## src/rtl/tmds_decoder.sv

```systemverilog
// TMDS channel decoder: bit-slip alignment on control tokens, token/data decode,
// and lock supervision with a token-loss timeout.
module tmds_decoder #(
    parameter int MIN_TOKENS = 8,
    parameter int TIMEOUT    = 4096
) (
    input  logic       clk,
    input  logic       rst,
    input  logic [9:0] raw,
    output logic       de,
    output logic [1:0] cd,
    output logic [7:0] vd,
    output logic       locked,
    output logic [3:0] offset
);

    localparam int CNT_W = $clog2(MIN_TOKENS + 1);
    localparam int TMO_W = $clog2(TIMEOUT + 1);
    localparam logic [CNT_W-1:0] CNT_MAX = CNT_W'(MIN_TOKENS);
    localparam logic [TMO_W-1:0] TMO_MAX = TMO_W'(TIMEOUT);

    typedef enum logic [1:0] {
        SEARCH = 2'd0,
        SLIP   = 2'd1,
        VERIFY = 2'd2,
        LOCKED = 2'd3
    } state_t;

    function automatic logic tok_valid(input logic [9:0] s);
        case (s)
            10'b1101010100, 10'b0010101011,
            10'b0101010100, 10'b1010101011: tok_valid = 1'b1;
            default:                        tok_valid = 1'b0;
        endcase
    endfunction

    function automatic logic [1:0] tok_cd(input logic [9:0] s);
        case (s)
            10'b1101010100: tok_cd = 2'b00;
            10'b0010101011: tok_cd = 2'b01;
            10'b0101010100: tok_cd = 2'b10;
            10'b1010101011: tok_cd = 2'b11;
            default:        tok_cd = 2'b00;
        endcase
    endfunction

    // Undo the optional inversion, then the XOR/XNOR transition chain.
    function automatic logic [7:0] data_dec(input logic [9:0] s);
        logic [7:0] d;
        logic [7:0] v;
        d    = s[9] ? ~s[7:0] : s[7:0];
        v    = 8'h00;
        v[0] = d[0];
        for (int i = 1; i < 8; i++) begin
            v[i] = s[8] ? (d[i] ^ d[i-1]) : ~(d[i] ^ d[i-1]);
        end
        return v;
    endfunction

    function automatic logic [3:0] next_offset(input logic [3:0] o);
        return (o == 4'd9) ? 4'd0 : o + 4'd1;
    endfunction

    logic [9:0]       cur_r;
    logic [9:0]       prev_r;
    logic [9:0]       sym_r;
    logic [2:0]       rst_sync_r;
    state_t           state_r;
    logic [CNT_W-1:0] cnt_r;
    logic [TMO_W-1:0] tmo_r;
    logic [3:0]       offset_r;
    logic             de_r;
    logic [1:0]       cd_r;
    logic [7:0]       vd_r;
    logic             locked_r;

    logic [19:0]      window_s;
    logic [4:0]       idx_s;
    logic             run_s;
    logic             tok_s;
    logic [CNT_W-1:0] cnt_inc_s;
    logic [TMO_W-1:0] tmo_inc_s;
    state_t           state_nx_s;
    logic [CNT_W-1:0] cnt_nx_s;
    logic [TMO_W-1:0] tmo_nx_s;
    logic [3:0]       offset_nx_s;
    logic             de_nx_s;
    logic [1:0]       cd_nx_s;
    logic [7:0]       vd_nx_s;

    assign window_s  = {cur_r, prev_r};
    assign idx_s     = {1'b0, offset_r};
    assign run_s     = rst_sync_r[2];
    assign tok_s     = tok_valid(sym_r);
    assign cnt_inc_s = (cnt_r == CNT_MAX) ? cnt_r : cnt_r + CNT_W'(1);
    assign tmo_inc_s = (tmo_r == TMO_MAX) ? tmo_r : tmo_r + TMO_W'(1);

    // Three-stage release also covers the pipeline fill, so the first
    // evaluated symbol is a real received word rather than reset zeros.
    always_ff @(posedge clk or negedge rst) begin
        if (!rst) begin
            rst_sync_r <= 3'b000;
        end else begin
            rst_sync_r <= {rst_sync_r[1:0], 1'b1};
        end
    end

    // Input word pipeline and bit-offset symbol extraction.
    always_ff @(posedge clk or negedge rst) begin
        if (!rst) begin
            cur_r  <= 10'd0;
            prev_r <= 10'd0;
            sym_r  <= 10'd0;
        end else begin
            cur_r  <= raw;
            prev_r <= cur_r;
            sym_r  <= window_s[idx_s +: 10];
        end
    end

    // Alignment state machine next-state and next-output logic.
    always_comb begin
        state_nx_s  = state_r;
        cnt_nx_s    = cnt_r;
        tmo_nx_s    = tmo_r;
        offset_nx_s = offset_r;
        de_nx_s     = 1'b0;
        cd_nx_s     = 2'b00;
        vd_nx_s     = 8'h00;
        if (run_s) begin
            case (state_r)
                SEARCH: begin
                    if (tok_s) begin
                        state_nx_s = VERIFY;
                        cnt_nx_s   = CNT_W'(1);
                    end else begin
                        state_nx_s  = SLIP;
                        offset_nx_s = next_offset(offset_r);
                    end
                end
                SLIP: begin
                    state_nx_s = SEARCH;
                end
                VERIFY: begin
                    if (tok_s) begin
                        cnt_nx_s = cnt_inc_s;
                        if (cnt_inc_s >= CNT_MAX) begin
                            state_nx_s = LOCKED;
                            tmo_nx_s   = TMO_W'(0);
                        end else begin
                            state_nx_s = VERIFY;
                        end
                    end else begin
                        state_nx_s  = SLIP;
                        offset_nx_s = next_offset(offset_r);
                    end
                end
                LOCKED: begin
                    if (tok_s) begin
                        tmo_nx_s = TMO_W'(0);
                    end else begin
                        tmo_nx_s = tmo_inc_s;
                        if (tmo_inc_s >= TMO_MAX) begin
                            state_nx_s = SEARCH;
                            cnt_nx_s   = CNT_W'(0);
                        end else begin
                            state_nx_s = LOCKED;
                        end
                    end
                end
                default: begin
                    state_nx_s = SEARCH;
                end
            endcase
        end else begin
            state_nx_s = state_r;
        end
        // Outputs follow the state being entered so locked and the first
        // locked symbol appear together, and drop together on timeout.
        if (state_nx_s == LOCKED) begin
            if (tok_s) begin
                cd_nx_s = tok_cd(sym_r);
            end else begin
                de_nx_s = 1'b1;
                cd_nx_s = cd_r;
                vd_nx_s = data_dec(sym_r);
            end
        end else begin
            de_nx_s = 1'b0;
        end
    end

    // State, counters and registered outputs.
    always_ff @(posedge clk or negedge rst) begin
        if (!rst) begin
            state_r  <= SEARCH;
            cnt_r    <= CNT_W'(0);
            tmo_r    <= TMO_W'(0);
            offset_r <= 4'd0;
            de_r     <= 1'b0;
            cd_r     <= 2'b00;
            vd_r     <= 8'h00;
            locked_r <= 1'b0;
        end else begin
            state_r  <= state_nx_s;
            cnt_r    <= cnt_nx_s;
            tmo_r    <= tmo_nx_s;
            offset_r <= offset_nx_s;
            de_r     <= de_nx_s;
            cd_r     <= cd_nx_s;
            vd_r     <= vd_nx_s;
            locked_r <= (state_nx_s == LOCKED);
        end
    end

    assign de     = de_r;
    assign cd     = cd_r;
    assign vd     = vd_r;
    assign locked = locked_r;
    assign offset = offset_r;

endmodule

```

## config.mk

```make
export PLATFORM = sky130hd
export DESIGN_NAME = tmds_decoder
export DESIGN_NICKNAME = d
export VERILOG_FILES = /design/src/rtl/tmds_decoder.sv
export SDC_FILE = /design/constraint.sdc
export NUM_CORES = 1
export LEC_CHECK = 0
export ABC_AREA = 1
export CORE_MARGIN = 2
export CORE_UTILIZATION = 60
export DETAILED_ROUTE_END_ITERATION = 12
export GPL_ROUTABILITY_DRIVEN = 0
export PLACE_DENSITY_LB_ADDON = 0.25
export SETUP_SLACK_MARGIN = 0.4
export SYNTH_ARGS = -nofsm -noshare
export SYNTH_HDL_FRONTEND = slang
export SYNTH_SLANG_ARGS = --single-unit
```

## constraint.sdc

```tcl
create_clock -name clk -period 4 [get_ports clk]
set_clock_uncertainty 0.2 [all_clocks]
set_input_delay 0.6 -clock clk [delete_from_list [all_inputs] [get_ports clk]]
set_output_delay 0.6 -clock clk [all_outputs]
set_load 0.02 [all_outputs]
```

==> flow_results.org, run 1 <==
** Global route
- Largest net degree at the start of global routing :: 41
- The first global-routing pass estimated 12.3 mm of wire.
- The initial antenna violation count is 0.
- Total Routing Usage GR :: 24.0%
- GR Overflow Total :: 0
- The number of global-route vias before repair is 2770.

** Layout
- Of the cells placed in the final design, the portion with a size suffix greater than 1 is 11.3%.
- Registers take 1700 µm².
- Compared with the post-synthesis result, the final layout area differs by 14.3%.
- In the final design database the tool counted 487 nets.
- The repair_antennas step left the layout with diodes totalling 0.
- Area of the multi-input gates :: 1640 µm²
- The layout has 463 filler cells.

** CTS
- At the later pin of the worst-skew pair, clock insertion delay measures 0.34 ns.
- Clock tree synthesis found a total of 68 sinks.
- Reg clk slew, reported paths :: 0.07 ns
- Maximum count of clock buffers along a single path :: 2
- After clock tree synthesis, the setup repair step added 0 buffers.
- In this run the clock root is driven by a sky130_fd_sc_hd__clkbuf_8.
- Post-cts sizing count :: 0
- # H-tree levels :: 3
- CTS tree :: done
- Inserted Clock Buffers :: 9
- Post-CTS Hold Buffers :: 0

** Detailed routing
- # DRC :: 0
- The detailed router finished its first iteration with 151 violations.
- Wires add up to 7.14 mm.
- Final routed wire length divided by cell count :: 13.0 µm
- Total iterations of the first detailed-routing run :: 4
- Post-detailed-route count of antenna-violating nets :: 0
- Via count of the routed design :: 3025
- Via density per instance :: 5.49

** Place
- OpenSTA, run right after detailed placement, puts the worst setup slack at 1.45 ns.
- The count of buffers added on input and output ports is 27.
- Detailed placement finished with a half-perimeter wire length of 5.25 mm.

** STA
- Final count of negative-setup-slack endpoints :: 0
- Unrepaired setup endpoints after global routing :: no
- For the pin with the worst max-slew slack, the measured transition is 0.880 ns.
- Worst-case hold slack :: 0.152 ns
- Number of failing hold endpoints at the final stage :: 0
- Clock period minus worst slack :: 2.69 ns
- In the finished design, the share of the clock period the worst path needs comes to 67.3%.
- Across all setup checks in the final design, the least slack found is 1.31 ns.
- For the final routed database, the setup TNS stands at 0 ns.
- Count of pins over their slew limit :: 0
- Top achievable clock speed :: 0.372 GHz
- Worst slew margin relative to its limit :: 41.3%

** Synth
- Synth area leaders :: sky130_fd_sc_hd__dfrtp_1, sky130_fd_sc_hd__nand2_1, sky130_fd_sc_hd__nand3_1
- Portion of the post-synthesis area used by sequential elements :: 47.1%
- Summed over all instances, the cell type with the most area after synthesis is sky130_fd_sc_hd__dfrtp_1.
- Syn Nets :: 464
- Ys async rst share :: 100%
- Number of synthesized flops with an enable pin :: 0
- Each instance of the synthesized netlist takes up on average 8.06 µm².
- The synthesized design devotes to its leading area cell type 47.1% of total area.
- Cell types with the highest counts after synthesis :: sky130_fd_sc_hd__nand2_1, sky130_fd_sc_hd__dfrtp_1, sky130_fd_sc_hd__nand3_1, sky130_fd_sc_hd__inv_1, sky130_fd_sc_hd__o21ai_0
- Yosys printed 0 warnings.
- The synthesized design contains 68 register bits.
- Synthesis handed over a netlist of 448 instances.
- Count of unique library cells instantiated by Yosys :: 32
- Top-count cell post-synth :: sky130_fd_sc_hd__nand2_1
- Dominant register cell in the synthesized netlist :: sky130_fd_sc_hd__dfrtp_1
- Combined area of all synthesized cells :: 3610 µm²

** Critical path
- At the worst endpoint, the arrival time is 1.89 ns.
- The number of buffers and inverters on the critical path is 1.
- Critical Path Fanout Max :: 24
- STA classifies the critical path startpoint as a flop.
- In this design, the stage delay of the slowest critical-path cell is 0.81 ns.
- The slowest stage of the critical path belongs to the cell sky130_fd_sc_hd__dfrtp_1.
- Required time of the worst setup path :: 3.20 ns
- CP delay by family, top :: flip-flops
- Worst Setup Path Type :: flop to primary output
- The signal on the critical path passes through clkdlybuf4s50_1.
- STA classifies the critical path endpoint as a primary output.

** Power and ir drop
- In this run the static leakage power is 1.95 nW.
- The worst-case IR drop observed on VDD is 0.384 mV.
- Power spread over the standard cell area amounts to 684 nW/µm².

** Floorplan
- Top-Level Pins :: 28
- Height of the die :: 81.6 µm
- In this run the standard cell core region covers 5890 µm².
- The floorplan has 28 rows.
- The die covers 6660 µm².
- In this run the horizontal extent of the chip is 81.6 µm.
- Initial Utilization :: 61.4%

** Min path
- Tightest Hold Check Type :: flop to flop

** Run status
- The flow ran to the end, and the final reports show no timing, DRC or antenna violations.

** Job
- Across the run, the number of max-cap violations was 0.
## power by group
| group | total [mW] | leakage, nW | internal, mW | switching (mW) |
|---|---|---|---|---|
| clock | 0.662 | 0.117 | 0.413 | 0.249 |
| sequential | 1.01 | 0.860 | 0.820 | 0.195 |
| combinational | 1.15 | 0.970 | 0.450 | 0.696 |
| total | 2.82 | 1.95 | 1.68 | 1.14 |
## per-layer routing
layer	vias up	track usage, %	part of all wire [%]
met5	-	0	0
met4	0	11.3	1.9
met1	1433	31.9	46
met3	15	3.52	3.5
li1	1500	-	-
met2	77	38.8	48
## through the flow
stage | total power, mW | utilization, % | area (µm²) | cells
detailed placement | 2.16 | 66.2 | 3900 | 535
global placement | 2.12 | 66.2 | 3900 | 535
CTS | 2.83 | 70.1 | 4130 | 551
finish | 2.82 | 70.1 | 4130 | 551
global route | 3.05 | 70.1 | 4130 | 551
floorplan | 1.86 | - | 3610 | 448
## logic make-up after synthesis
group | count (synthesis) | synth area share, %
AO/OA/AOI/OAI | 61 | 9.80
XOR/XNOR | 19 | 4.61
adder cells (fa/ha/maj) | 4 | 1.39
buffers and inverters | 65 | 7.38
flip-flops | 68 | 47.1
multiplexers | 3 | 0.831
other | 1 | 0.104
AND/OR/NAND/NOR | 227 | 28.8
## worst paths after layout
kind	startpoint	end	slack, ns	depth (start not counted)
worst min register to register	rst_sync_r[1]$_DFF_PN0_	rst_sync_r[2]$_DFF_PN0_	0.15	0
max in group asynchronous	rst	cur_r[2]$_DFF_PN0_	2.54	2
worst min-delay path	rst_sync_r[1]$_DFF_PN0_	rst_sync_r[2]$_DFF_PN0_	0.15	0
worst max register to register	offset[0]$_DFFE_PN0P_	sym_r[7]$_DFF_PN0_	1.40	7
worst max-delay path	offset[0]$_DFFE_PN0P_	offset[0]	1.31	1
min in group asynchronous	rst	vd[5]$_DFF_PN0_	0.17	1
## flip-flops by register name, indices dropped and copies added (netlist names)
name        count
cd              2
cnt_r           4
cur_r          10
de              1
locked          1
offset          4
prev_r         10
rst_sync_r      3
state_r         2
sym_r          10
tmo_r          13
vd              8
## cell usage in the layout (no fill, tap or decap), drive strengths merged
cell type and instances:
xnor2 3, conb 1, inv 47, ha 4
dfrtp 68, o22ai 4, a211oi 1, nand3 43
o21ai 37, clkdlybuf4s50 26, mux2i 3, clkinv 4
o211ai 10, or2 10, nand2 120, buf 2
nor3 5, o221ai 3, a21oi 5, a31oi 1
bufinv 3, nor2 37, nand4 12, clkbuf 11
xor2 16
## final cells by class
type	instances	share of cell area, %
flip-flops and latches	68	41.2
multi-input cells	315	39.8
repair buffers	28	6.61
inverters	49	4.46
clock buffers	11	3.18
clock inverters	5	2.42
well taps	75	2.27
No activity file was read; power rests on OpenSTA's default activity.
==> run 2, diff against run 1 <==
--- a/config.mk
+++ b/config.mk
@@ -7,7 +7,7 @@
 export LEC_CHECK = 0
 export ABC_AREA = 1
 export CORE_MARGIN = 2
-export CORE_UTILIZATION = 60
+export CORE_UTILIZATION = 53
 export DETAILED_ROUTE_END_ITERATION = 12
 export GPL_ROUTABILITY_DRIVEN = 0
 export PLACE_DENSITY_LB_ADDON = 0.25
==> constraint.sdc (replaced) <==
create_clock -name clk -period 2.23 [get_ports clk]
set_clock_uncertainty 0.2 [all_clocks]
set_input_delay 0.3345 -clock clk [delete_from_list [all_inputs] [get_ports clk]]
set_output_delay 0.3345 -clock clk [all_outputs]
set_load 0.02 [all_outputs]
==> run 2 against run 1 <==
Critical endpoint is now tmo_r[12]$_DFFE_PN0P_. Clock-buffer cell count rose by 2. Worst hold slack gained 0.0018 ns. Combinational power is 120% higher. Flip-flop and latch count unchanged. Design area up 9.0%. Largest cell class is now multi-input gates. Sequential share of layout area fell by 3.3 points. Worst setup slack got worse by 0.91 ns. Global-route usage fell by 1.6 points. Die area is 13% higher. Critical path depth up 7. Cell count up 6.2%. Routed wire length increased by 14%.
==> flow_results.org, run 2 (synthesized netlist as in run 1, its figures left out) <==
** Run status
- Run status :: complete, no violations

** STA
- Top achievable clock speed :: 0.547 GHz
- Number of failing hold endpoints at the final stage :: 0
- Final count of negative-setup-slack endpoints :: 0
- Of the available clock period, the critical path in the final layout requires 82.0%.
- Counting I/O delays and the setup requirement, the final critical path takes 1.83 ns.
- For the final routed database, the setup TNS stands at 0 ns.
- Unrepaired setup endpoints after global routing :: yes
- The max-slew violation count is 0.

** Detailed routing
- Once detail routing completed, the nets flagged for antenna violations numbered 0.
- The first detailed-routing pass ran for 4 iterations.
- Via count of the routed design :: 3131
- After detailed routing, the average wire length per cell comes to 14.0 µm.
- DRC violation total after the first TritonRoute iteration :: 154
- Via density per instance :: 5.35
- Routed wire length :: 8.18 mm
- After detailed routing, the number of remaining DRC violations is 0.

** Floorplan
- The die is 86.6 µm wide.
- Std cell rows :: 30
- Die area :: 7490 µm²
- For this configuration, the core starts out at a cell density of 54.1%.
- During I/O placement, the number of pins put on the boundary was 28.
- Height of the die :: 86.6 µm
- Core footprint :: 6680 µm²

** Job
- Max-cap viol count :: 0

** Layout
- Relative to the synthesized area, the layout overhead comes to 24.5%.
- In the final layout, the share of cells above drive strength 1 is 22.0%.
- Commonest non-fill, non-tap cells in the layout :: sky130_fd_sc_hd__nand2_1, sky130_fd_sc_hd__dfrtp_1, sky130_fd_sc_hd__nand3_1
- Cell area after layout :: 4500 µm²
- Excluding fillers, the count of instances in the completed layout stands at 585.
- The repair_antennas step left the layout with diodes totalling 0.
- The register with the most flip-flops in the layout has 13 of them.
- Leaving out fill and tap cells, the most frequent cell in the layout is sky130_fd_sc_hd__nand2_1.
- Nets :: 516
- Layout filler cell count :: 566
- Cells fill 67.3% of the core in the end.
- Register bank with the most flops :: tmo_r

** CTS
- In this run, CTS created clock tree buffers numbering 9.
- Maximum count of clock buffers along a single path :: 2
- For the worst-skew pair, the clock arrives at the later sink with an insertion delay of 0.35 ns.
- Sink Count :: 68
- In this run the number of H-tree levels came out at 3.
- TritonCTS built the clock tree.
- Cell chosen for the clock root :: sky130_fd_sc_hd__clkbuf_8
- Reg clk slew, reported paths :: 0.07 ns

** Global route
- First-pass GRT wire length :: 13.2 mm
- Total Routing Usage GR :: 22.3%
- Largest net degree at the start of global routing :: 69
- GR Overflow Total :: 0
- Initial antenna violation count :: 0
- Number of global-route vias before repair :: 2918

** Critical path
- The cell that appears most often on the critical path is sky130_fd_sc_hd__nand2_1.
- Startpoint class of the critical path :: flop
- The worst setup path is captured at a flop.
- The critical path goes through inv_1, nor2_4, nand3_1, nand2_1, nand2_1, a21oi_4, buf_2, o21ai_0.
- Worst Setup Path Type :: flop to flop
- For this run, the slowest stage of the critical path takes 0.40 ns.
- Data on the critical path is required at its endpoint by 2.26 ns.
- Data arrival at the endpoint of the critical path :: 1.86 ns
- Critical Path Fanout Max :: 6
- The slowest stage of the critical path belongs to the cell sky130_fd_sc_hd__dfrtp_1.

** Place
- Cell count after placement :: 552
- The HPWL after detailed placement is 5.19 mm.
- The placed instances occupy a cell area of 4010 µm².
- Number of buffers inserted by port buffering :: 27

** Power and ir drop
- Total chip power :: 5.40 mW
- In this run the static leakage power is 2.21 nW.
- Power density over the cells :: 1200 nW/µm²
- VDD sags by at most 0.718 mV.

** Min path
- The path class of the tightest hold or removal check is flop to flop.
==> run 2: final cells by class <==
type | count | area (µm²) | share of cell area (%)
inverter | 49 | 188 | 4.17
multi-input combinational | 316 | 1770 | 39.2
tap | 80 | 100 | 2.23
clock inverter | 3 | 67.6 | 1.50
clock buffer | 13 | 169 | 3.76
timing repair buffer | 56 | 503 | 11.2
sequential | 68 | 1710 | 37.9
==> run 2: report_power, final <==
part	internal [mW]	total (mW)	leakage [nW]	switching [mW]
clock network	0.722	1.18	0.116	0.458
registers	1.48	1.73	0.857	0.247
logic	0.974	2.49	1.23	1.52
==> run 2: layer usage <==
metal  vias to the layer above  wire, µm  global-route usage (%)
li1                       1563         -                       -
met4                         0       200                    11.1
met2                        86      3930                    35.1
met3                        22       357                    4.10
met1                      1460      3690                    29.8
met5                         -         0                       0
==> run 2: worst paths after layout <==
kind                                              start                 endpoint  slack [ns]  cells after the start
worst min register to register  rst_sync_r[0]$_DFF_PN0_  rst_sync_r[1]$_DFF_PN0_        0.15                      0
max in group asynchronous                           rst    offset[0]$_DFFE_PN0P_        1.20                      3
worst max register to register     state_r[1]$_DFF_PN0_    tmo_r[12]$_DFFE_PN0P_        0.40                      8
worst min-delay path            rst_sync_r[0]$_DFF_PN0_  rst_sync_r[1]$_DFF_PN0_        0.15                      0
min in group asynchronous                           rst          vd[6]$_DFF_PN0_        0.32                      3
worst max-delay path               state_r[1]$_DFF_PN0_    tmo_r[12]$_DFFE_PN0P_        0.40                      8
==> run 2: through the flow <==
step	hold slack (ns)	setup WS [ns]
2_1_floorplan	-0.161	0.426
3_3_place_gp	0.134	0.144
3_5_place_dp	0.139	0.100
4_1_cts	0.156	0.389
5_1_grt	0.164	0.319
6_report	0.154	0.401
==> run 2: worst max-delay path: cells and delay by family (launching register included) <==
family	cells	cell delay, ns
buffers and inverters	2	0.33
flip-flops	1	0.40
AO/OA/AOI/OAI	2	0.31
AND/OR/NAND/NOR	4	0.47
==> run 2: repair_timing <==
action,4_1_cts,5_1_grt
buffers inserted,7,7
hold endpoints to repair,68,0
resized for setup,21,45
endpoints found under the setup margin,48,47
pin swaps,4,8
hold buffers,1,0
cloned,1,1
